**config.mk**
```make
export PLATFORM = sky130hd
export DESIGN_NAME = lcd_bus_receiver
export DESIGN_NICKNAME = d
export VERILOG_FILES = /design/src/rtl/lcd_bus_receiver.sv
export SDC_FILE = /design/constraint.sdc
export NUM_CORES = 1
export LEC_CHECK = 0
export BUFFER_PORTS_ARGS = -buffer_cell sky130_fd_sc_hd__buf_2
export CAP_MARGIN = 10
export CORE_UTILIZATION = 40
export DETAILED_ROUTE_END_ITERATION = 10
export GPL_ROUTABILITY_DRIVEN = 0
export PLACE_DENSITY = 0.62
export SLEW_MARGIN = 20
export SYNTH_ARGS = -nofsm -noshare
export SYNTH_HDL_FRONTEND = slang
export SYNTH_SLANG_ARGS = --single-unit
export TNS_END_PERCENT = 100
```
**constraint.sdc**
```tcl
create_clock -name clk -period 8.41 [get_ports clk]
set_input_delay 1.2615 -clock clk [delete_from_list [all_inputs] [get_ports clk]]
set_output_delay 1.2615 -clock clk [all_outputs]
set_load 0.05 [all_outputs]
```
**src/rtl/lcd_bus_receiver.sv**
```systemverilog
// HD44780-style LCD bus responder: decodes latched bus cycles into a 2x40 DDRAM image,
// cursor/flag state and a busy timer. Define LCD_RX_BUSY_CHECK_EN to reject latches while busy.
module lcd_bus_receiver #(
   parameter int SHORT_BUSY = 2_000,
   parameter int LONG_BUSY  = 76_000
) (
   input  logic       clk,
   input  logic       rst_n,
   input  logic       lcd_en,
   input  logic       lcd_rs,
   input  logic       lcd_rw,
   input  logic [7:0] lcd_data,
   input  logic [4:0] disp_addr,
   output logic [7:0] disp_char,
   output logic [7:0] rd_data,
   output logic       rd_valid,
   output logic       display_on,
   output logic       cursor_on,
   output logic       blink_on,
   output logic       two_line,
   output logic       eight_bit,
   output logic [6:0] cursor_addr,
   output logic       busy,
   output logic       err_busy,
   output logic       err_addr
);
   localparam int BMAX = (LONG_BUSY > SHORT_BUSY) ? LONG_BUSY : SHORT_BUSY;
   localparam int TW   = $clog2(BMAX + 1);

   typedef enum logic [1:0] {ST_RESET, ST_IDLE, ST_EXEC, ST_FILL} state_t;

   function automatic logic [6:0] ac_step(input logic [6:0] ac, input logic up);
      logic [6:0] r;
      if (up) begin
         if (ac == 7'h27)      r = 7'h40;
         else if (ac == 7'h67) r = 7'h00;
         else                  r = ac + 7'd1;
      end else begin
         if (ac == 7'h00)      r = 7'h67;
         else if (ac == 7'h40) r = 7'h27;
         else                  r = ac - 7'd1;
      end
      return r;
   endfunction

   function automatic logic [5:0] ofs_step(input logic [5:0] ofs, input logic up);
      logic [5:0] r;
      if (up) r = (ofs == 6'd39) ? 6'd0 : ofs + 6'd1;
      else    r = (ofs == 6'd0) ? 6'd39 : ofs - 6'd1;
      return r;
   endfunction

   function automatic logic ac_legal(input logic [6:0] a);
      return (a <= 7'h27) || ((a >= 7'h40) && (a <= 7'h67));
   endfunction

   function automatic logic [6:0] ddram_idx(input logic [6:0] ac);
      return ac[6] ? (7'd40 + {1'b0, ac[5:0]}) : {1'b0, ac[5:0]};
   endfunction

   // Bus synchronizers; en_s3_q is the previous synchronized EN for edge detection.
   logic       en_s1_q, en_s2_q, en_s3_q;
   logic       rs_s1_q, rs_s2_q, rw_s1_q, rw_s2_q;
   logic [7:0] data_s1_q, data_s2_q;

   state_t     state_q, state_d;
   logic       cmd_rs_q, cmd_rs_d, cmd_rw_q, cmd_rw_d;
   logic [7:0] cmd_data_q, cmd_data_d;
   logic [6:0] ac_q, ac_d;
   logic [5:0] ofs_q, ofs_d;
   logic       id_q, id_d, sh_q, sh_d;
   logic       disp_on_q, disp_on_d, cur_on_q, cur_on_d, blink_q, blink_d;
   logic       two_line_q, two_line_d, eight_bit_q, eight_bit_d;
   logic [TW-1:0] timer_q, timer_d;
   logic [6:0] fill_idx_q, fill_idx_d;
   logic       fill_act_q, fill_act_d;
   logic [7:0] rd_data_q, rd_data_d;
   logic       rd_valid_q, rd_valid_d;
   logic [7:0] disp_char_q, disp_char_d;
   logic       err_busy_q, err_busy_d, err_addr_q, err_addr_d;

   logic [7:0] mem_q [0:79];
   logic       mem_we;
   logic [6:0] mem_wa;
   logic [7:0] mem_wd;

   logic       latch, core_busy, exec_busy, drop, accept, is_status;
   logic [5:0] vcol;
   logic [6:0] vidx;

   always_ff @(posedge clk or negedge rst_n) begin
      if (!rst_n) begin
         en_s1_q   <= 1'b0;
         en_s2_q   <= 1'b0;
         en_s3_q   <= 1'b0;
         rs_s1_q   <= 1'b0;
         rs_s2_q   <= 1'b0;
         rw_s1_q   <= 1'b0;
         rw_s2_q   <= 1'b0;
         data_s1_q <= 8'h00;
         data_s2_q <= 8'h00;
      end else begin
         en_s1_q   <= lcd_en;
         en_s2_q   <= en_s1_q;
         en_s3_q   <= en_s2_q;
         rs_s1_q   <= lcd_rs;
         rs_s2_q   <= rs_s1_q;
         rw_s1_q   <= lcd_rw;
         rw_s2_q   <= rw_s1_q;
         data_s1_q <= lcd_data;
         data_s2_q <= data_s1_q;
      end
   end

   assign latch     = en_s3_q & ~en_s2_q;
   assign core_busy = (timer_q != '0) | fill_act_q;
   assign is_status = ~rs_s2_q & rw_s2_q;
`ifdef LCD_RX_BUSY_CHECK_EN
   assign drop = core_busy & ~is_status;
`else
   assign drop = 1'b0;
`endif
   assign accept = latch & ~drop & ((state_q == ST_IDLE) | (state_q == ST_FILL));
   // Status reads and the 0x00 no-op never raise busy, even during their EXEC cycle.
   assign exec_busy = (state_q == ST_EXEC) & ~(~cmd_rs_q & cmd_rw_q) &
                      ~(~cmd_rs_q & ~cmd_rw_q & (cmd_data_q == 8'h00));

   always_comb begin
      state_d     = state_q;
      cmd_rs_d    = cmd_rs_q;
      cmd_rw_d    = cmd_rw_q;
      cmd_data_d  = cmd_data_q;
      ac_d        = ac_q;
      ofs_d       = ofs_q;
      id_d        = id_q;
      sh_d        = sh_q;
      disp_on_d   = disp_on_q;
      cur_on_d    = cur_on_q;
      blink_d     = blink_q;
      two_line_d  = two_line_q;
      eight_bit_d = eight_bit_q;
      timer_d     = (timer_q != '0) ? timer_q - TW'(1) : timer_q;
      fill_idx_d  = fill_idx_q;
      fill_act_d  = fill_act_q;
      rd_data_d   = rd_data_q;
      rd_valid_d  = 1'b0;
      err_busy_d  = err_busy_q | (latch & drop & ((state_q == ST_IDLE) | (state_q == ST_FILL)));
      err_addr_d  = err_addr_q;
      mem_we      = 1'b0;
      mem_wa      = fill_idx_q;
      mem_wd      = 8'h20;

      if (accept) begin
         cmd_rs_d   = rs_s2_q;
         cmd_rw_d   = rw_s2_q;
         cmd_data_d = data_s2_q;
      end

      case (state_q)
         ST_RESET: begin
            fill_idx_d = 7'd0;
            fill_act_d = 1'b1;
            state_d    = ST_FILL;
         end
         ST_IDLE: begin
            if (accept) state_d = ST_EXEC;
         end
         ST_FILL: begin
            if (accept) begin
               state_d = ST_EXEC;
            end else begin
               mem_we     = 1'b1;
               fill_idx_d = fill_idx_q + 7'd1;
               if (fill_idx_q == 7'd79) begin
                  fill_act_d = 1'b0;
                  state_d    = ST_IDLE;
               end
            end
         end
         ST_EXEC: begin
            if (!cmd_rs_q && !cmd_rw_q) begin
               // Instruction decode by highest set bit.
               if (cmd_data_q[7]) begin
                  if (ac_legal(cmd_data_q[6:0])) ac_d = cmd_data_q[6:0];
                  else begin
                     ac_d       = 7'h00;
                     err_addr_d = 1'b1;
                  end
                  timer_d = TW'(SHORT_BUSY);
               end else if (cmd_data_q[6]) begin
                  timer_d = TW'(SHORT_BUSY);
               end else if (cmd_data_q[5]) begin
                  eight_bit_d = cmd_data_q[4];
                  two_line_d  = cmd_data_q[3];
                  timer_d     = TW'(SHORT_BUSY);
               end else if (cmd_data_q[4]) begin
                  // Display shift left advances the viewport offset.
                  if (cmd_data_q[3]) ofs_d = ofs_step(ofs_q, ~cmd_data_q[2]);
                  else               ac_d  = ac_step(ac_q, cmd_data_q[2]);
                  timer_d = TW'(SHORT_BUSY);
               end else if (cmd_data_q[3]) begin
                  disp_on_d = cmd_data_q[2];
                  cur_on_d  = cmd_data_q[1];
                  blink_d   = cmd_data_q[0];
                  timer_d   = TW'(SHORT_BUSY);
               end else if (cmd_data_q[2]) begin
                  id_d    = cmd_data_q[1];
                  sh_d    = cmd_data_q[0];
                  timer_d = TW'(SHORT_BUSY);
               end else if (cmd_data_q[1]) begin
                  ac_d    = 7'h00;
                  ofs_d   = 6'd0;
                  timer_d = TW'(LONG_BUSY);
               end else if (cmd_data_q[0]) begin
                  ac_d       = 7'h00;
                  ofs_d      = 6'd0;
                  id_d       = 1'b1;
                  fill_idx_d = 7'd0;
                  fill_act_d = 1'b1;
                  timer_d    = TW'(LONG_BUSY);
               end
            end else if (cmd_rs_q && !cmd_rw_q) begin
               mem_we  = 1'b1;
               mem_wa  = ddram_idx(ac_q);
               mem_wd  = cmd_data_q;
               ac_d    = ac_step(ac_q, id_q);
               if (sh_q) ofs_d = ofs_step(ofs_q, id_q);
               timer_d = TW'(SHORT_BUSY);
            end else if (!cmd_rs_q && cmd_rw_q) begin
               rd_data_d  = {core_busy, ac_q};
               rd_valid_d = 1'b1;
            end else begin
               rd_data_d  = mem_q[ddram_idx(ac_q)];
               rd_valid_d = 1'b1;
               ac_d       = ac_step(ac_q, id_q);
               timer_d    = TW'(SHORT_BUSY);
            end
            state_d = fill_act_d ? ST_FILL : ST_IDLE;
         end
         default: state_d = ST_IDLE;
      endcase
   end

   always_comb begin
      vcol = {2'b00, disp_addr[3:0]} + ofs_q;
      if (vcol >= 6'd40) vcol = vcol - 6'd40;
      vidx        = disp_addr[4] ? (7'd40 + {1'b0, vcol}) : {1'b0, vcol};
      disp_char_d = mem_q[vidx];
   end

   always_ff @(posedge clk) begin
      if (mem_we) mem_q[mem_wa] <= mem_wd;
   end

   always_ff @(posedge clk or negedge rst_n) begin
      if (!rst_n) begin
         state_q     <= ST_RESET;
         cmd_rs_q    <= 1'b0;
         cmd_rw_q    <= 1'b0;
         cmd_data_q  <= 8'h00;
         ac_q        <= 7'h00;
         ofs_q       <= 6'd0;
         id_q        <= 1'b1;
         sh_q        <= 1'b0;
         disp_on_q   <= 1'b0;
         cur_on_q    <= 1'b0;
         blink_q     <= 1'b0;
         two_line_q  <= 1'b0;
         eight_bit_q <= 1'b0;
         timer_q     <= '0;
         fill_idx_q  <= 7'd0;
         fill_act_q  <= 1'b0;
         rd_data_q   <= 8'h00;
         rd_valid_q  <= 1'b0;
         disp_char_q <= 8'h00;
         err_busy_q  <= 1'b0;
         err_addr_q  <= 1'b0;
      end else begin
         state_q     <= state_d;
         cmd_rs_q    <= cmd_rs_d;
         cmd_rw_q    <= cmd_rw_d;
         cmd_data_q  <= cmd_data_d;
         ac_q        <= ac_d;
         ofs_q       <= ofs_d;
         id_q        <= id_d;
         sh_q        <= sh_d;
         disp_on_q   <= disp_on_d;
         cur_on_q    <= cur_on_d;
         blink_q     <= blink_d;
         two_line_q  <= two_line_d;
         eight_bit_q <= eight_bit_d;
         timer_q     <= timer_d;
         fill_idx_q  <= fill_idx_d;
         fill_act_q  <= fill_act_d;
         rd_data_q   <= rd_data_d;
         rd_valid_q  <= rd_valid_d;
         disp_char_q <= disp_char_d;
         err_busy_q  <= err_busy_d;
         err_addr_q  <= err_addr_d;
      end
   end

   assign disp_char   = disp_char_q;
   assign rd_data     = rd_data_q;
   assign rd_valid    = rd_valid_q;
   assign display_on  = disp_on_q;
   assign cursor_on   = cur_on_q;
   assign blink_on    = blink_q;
   assign two_line    = two_line_q;
   assign eight_bit   = eight_bit_q;
   assign cursor_addr = ac_q;
   assign busy        = core_busy | exec_busy;
   assign err_busy    = err_busy_q;
   assign err_addr    = err_addr_q;

endmodule

```
==> results.txt <==
----------------------------------------------------
[Timing]
  Maximum clock skew at final layout ... ~29 ps
  Minimum setup slack in the final design ... roughly 3800 ps
  Number of endpoints failing setup at the final stage ... 0
  Transition time at the pin with the least slew margin ... 1236 ps
  Final total negative setup slack ... 0 ps
  Final critical-path required period ... 4595 ps
  Final slew viol count ... 0
  Remaining max-slew budget at the tightest pin ... 0.1656
  Hold violation total from the final report ... 0
  Ratio of final minimum period to clock period ... 0.5463
  Setup repair after global routing missed its margin ... no
  Fmax ... between 0.2 and 0.25 GHz

[Place]
  Place WS ... 3205 ps
  Cell area after placement ... around 0.037 mm²
  Number of port buffers ... 48
  Detail Placement HPWL ... 63.81 mm

[Synth]
  Synthesized flop and latch total ... ~740
  Mapped Avg Cell Area ... approximately 17 µm²
  EDFF count, synth ... 640
  Synth Flop Type ... sky130_fd_sc_hd__edfxtp_1
  Synthesized net count ... between 2000 and 2500
  Proportion of synthesized chip area in sequential cells ... 0.6129
  Ys async rst share ... 0.1328
  Post-Syn Area ... approximately 0.035 mm²
  Post-synth cell types ... 75
  Number of warnings issued by yosys ... 0
  Synth Instances ... roughly 2100

[Critical path]
  Arrival time of data at the critical path endpoint ... between 3000 and 4000 ps
  Number of cells on the critical path ... 5
  Worst stage delay on the critical path ... ~630 ps
  CP Max Fanout ... 22
  Dominant delay contributor by cell family on the critical path ... simple AND/OR/NAND/NOR gates
  Cell Chain, Critical Path ... or3_1, or4_1, o311ai_0, nand2_1, buf_2
  Slowest cell on the critical path ... sky130_fd_sc_hd__or4_1
  Kind of end point of the critical path ... output pin
  WP buf/inv ... 1
  Critical path data required time ... between 7000 and 8000 ps
  Setup crit start kind ... register
  Worst Setup Path Type ... register to output pin
  Number of cells traversed by the worst register-to-register path ... 7

[Drt]
  Overall via count from detail_route ... approximately 21000
  1st-pass router iterations ... 5
  Total detailed-routing wirelength ... between 100 and 150 mm
  WL/cell ... 30.21 µm
  Detail Route Antenna Nets ... 0
  DRC violation count after routing ... 0
  Mean number of vias per cell ... between 6 and 7
  Starting DRC count in detailed routing ... about 2600

[Global routing]
  Most Crowded Layer GR ... met2
  Global Route Usage Sum ... 0.2253
  Final global-route overflow total ... 0
  Number of global-route vias before repair ... about 21000
  Met2 demand-to-capacity share in global routing ... 0.3504
  Pin count of the biggest net entering global routing ... 107
  Global-route wire length before repair ... around 150 mm
  Global Route met3 Usage ... 0.04457
  Antenna violations before repair ... 2
  Met1 capacity usage during global routing ... 0.3162

[Clock tree]
  Clock latency at the later pin of the worst-skew pair ... ~660 ps
  H-tree levels ... 3
  Clock buffer depth ... 3
  Clock Pin Slew Worst Setup and Hold Paths ... approximately 50 ps
  Number of buffers created by CTS ... 79
  TritonCTS clock tree ... done
  Count of buffers added by post-CTS timing repair for setup ... 0
  Total clock sinks ... around 740
  Number of hold buffers added after cts ... 0
  CTS root buffer ... sky130_fd_sc_hd__clkbuf_16
  Resize count post-CTS ... 0

[Finish]
  Most common cell after layout, fill and taps aside ... sky130_fd_sc_hd__edfxtp_1
  Signed area change from the synthesized netlist to the final layout ... 11.25%
  # nets final ... 2156
  Diode count ... 0
  Area of the multi-input gates ... around 0.013 mm²
  Commonest cells after routing, fill and taps aside ... sky130_fd_sc_hd__edfxtp_1 (640), sky130_fd_sc_hd__mux4_2 (305), sky130_fd_sc_hd__nor2_1 (132)
  Number of fill cells ... between 7000 and 8000
  Sequential cell area ... approximately 0.022 mm²
  Non-Filler Cell Area, Final ... between 0.03 and 0.04 mm²
  Share of cells above drive strength 1 ... 0.2636

[Floorplanning]
  Placement Rows ... 108
  Overall die area ... between 0.08 and 0.09 mm²
  Placeable core region ... between 0.08 and 0.09 mm²
  Die Span Y ... around 300 µm
  Die X-Extent ... roughly 300 µm
  Number of top-level pins ... 50
  Initial standard-cell utilization of the core ... 0.4057

[Min path]
  Hold WC Path Type ... register to register
  Worst Hold Depth ... 0

[Pwr]
  Max VDD drop ... between 400 and 500 µV
  Post-layout total power ... between 0.01 and 0.015 W
  Standby leakage power ... around 13 nW
  Power per Cell Area ... roughly 370 mW/mm²

[Run status]
  Status ... completed

[Job]
  Count of maximum capacitance violations ... 0

----------------------------------------------------
worst reg2reg max path, stage by stage, from the launching register on:
cell and delay [ps]:
sky130_fd_sc_hd__dfrtp_4 740, sky130_fd_sc_hd__buf_12 590, sky130_fd_sc_hd__mux4_2 770, sky130_fd_sc_hd__mux4_2 570
sky130_fd_sc_hd__a211oi_1 950, sky130_fd_sc_hd__o31ai_1 300, sky130_fd_sc_hd__a2bb2oi_1 290, sky130_fd_sc_hd__o21ai_0 110
worst paths after layout:
check | from | to | slack (ps)
setup / recovery | cmd_rs_q$_DFFE_PN0P_ | busy | 3820
hold / removal | rw_s1_q$_DFF_PN0_ | rw_s2_q$_DFF_PN0_ | 350
setup reg to reg | cursor_addr[0]$_DFFE_PN0P_ | rd_data[0]$_DFFE_PN0P_ | 3940
hold reg to reg | rw_s1_q$_DFF_PN0_ | rw_s2_q$_DFF_PN0_ | 350
max in group asynchronous | rst_n | cursor_addr[0]$_DFFE_PN0P_ | 6580
min in group asynchronous | rst_n | timer_q[7]$_DFF_PN0_ | 610
registers in the layout (all words and copies together) (netlist names), 8 cells and up:
| register | flops |
|---|---|
| cmd_data_q | 8 |
| data_s1_q | 8 |
| data_s2_q | 8 |
| disp_char | 8 |
| mem_q | 640 |
| rd_data | 8 |
| timer_q | 17 |
layer usage:
metal  vias up  wire length (µm)
met1     11121             40250
met5         -                 0
met2      1296             47730
met3       154              9384
li1       8719                 -
met4         0              3545
where the power goes:
part / switching, W / total (W) / internal, W / leakage, nW
Sequential: 0.000279 / 0.00446 / 0.00419 / 7.03
Combinational: 0.00403 / 0.00660 / 0.00258 / 4.59
Clock: 0.00151 / 0.00351 / 0.00200 / 1.27
final cells by class:
type                            instances  share of cell area
Sequential cell                       738              0.5512
Inverter                               27            0.002576
Tap cell                             1155             0.03674
Clock inverter                         49             0.01342
Clock buffer                           96             0.05290
Timing Repair Buffer                   79             0.01336
Multi-Input combinational cell       1196              0.3298
cells in the mapped netlist, types with 8 or more instances:
| library cell | n | area [µm²] |
|---|---|---|
| sky130_fd_sc_hd__a211oi_1 | 9 | 67.56 |
| sky130_fd_sc_hd__a21o_1 | 8 | 60.06 |
| sky130_fd_sc_hd__a21oi_1 | 57 | 285.3 |
| sky130_fd_sc_hd__a221oi_1 | 18 | 157.7 |
| sky130_fd_sc_hd__a22oi_1 | 8 | 60.06 |
| sky130_fd_sc_hd__a31oi_1 | 17 | 106.4 |
| sky130_fd_sc_hd__and3_1 | 8 | 50.05 |
| sky130_fd_sc_hd__buf_2 | 38 | 190.2 |
| sky130_fd_sc_hd__buf_4 | 17 | 127.6 |
| sky130_fd_sc_hd__clkbuf_1 | 77 | 289.0 |
| sky130_fd_sc_hd__dfrtp_1 | 97 | 2427 |
| sky130_fd_sc_hd__edfxtp_1 | 640 | 19220 |
| sky130_fd_sc_hd__ha_1 | 16 | 200.2 |
| sky130_fd_sc_hd__inv_1 | 27 | 101.4 |
| sky130_fd_sc_hd__mux2_2 | 25 | 281.5 |
| sky130_fd_sc_hd__mux2i_1 | 129 | 1291 |
| sky130_fd_sc_hd__mux4_2 | 305 | 6869 |
| sky130_fd_sc_hd__nand2_1 | 99 | 371.6 |
| sky130_fd_sc_hd__nand2b_1 | 13 | 81.33 |
| sky130_fd_sc_hd__nand3_1 | 29 | 145.1 |
| sky130_fd_sc_hd__nand3b_1 | 9 | 67.56 |
| sky130_fd_sc_hd__nand4_1 | 9 | 56.30 |
| sky130_fd_sc_hd__nor2_1 | 145 | 544.3 |
| sky130_fd_sc_hd__nor2b_1 | 8 | 50.05 |
| sky130_fd_sc_hd__nor3_1 | 35 | 175.2 |
| sky130_fd_sc_hd__o21ai_0 | 47 | 235.2 |
| sky130_fd_sc_hd__o221ai_1 | 42 | 367.9 |
| sky130_fd_sc_hd__o22ai_1 | 25 | 156.4 |
| sky130_fd_sc_hd__o311ai_0 | 10 | 87.58 |
| sky130_fd_sc_hd__o31ai_1 | 10 | 75.07 |
| sky130_fd_sc_hd__or3_1 | 11 | 68.82 |
| sky130_fd_sc_hd__xnor2_1 | 24 | 210.2 |
| sky130_fd_sc_hd__xor2_1 | 12 | 105.1 |
cell families (layout without fill, tap and decap cells):
kind of cell	count (synthesis)	in the layout	share of synthesized area
adder cells (fa/ha/maj)	17	17	0.006228
buffers and inverters	173	251	0.02392
other	1	1	0.0001061
multiplexers	462	462	0.2403
AO/OA/AOI/OAI	289	289	0.05651
flip-flops	738	738	0.6129
AND/OR/NAND/NOR	390	390	0.05057
XOR/XNOR	37	37	0.009378
metrics by stage:
stage	util	hold WS, ps	std cells
detailed placement	0.4212	334.7	3195
global placement	0.4211	336.8	3195
finish	0.4513	345.1	3340
floorplan	-	331.2	2107
global route	0.4513	352.3	3340
CTS	0.4511	347.6	3340
Note: power is estimated with default switching activity, not from simulation.
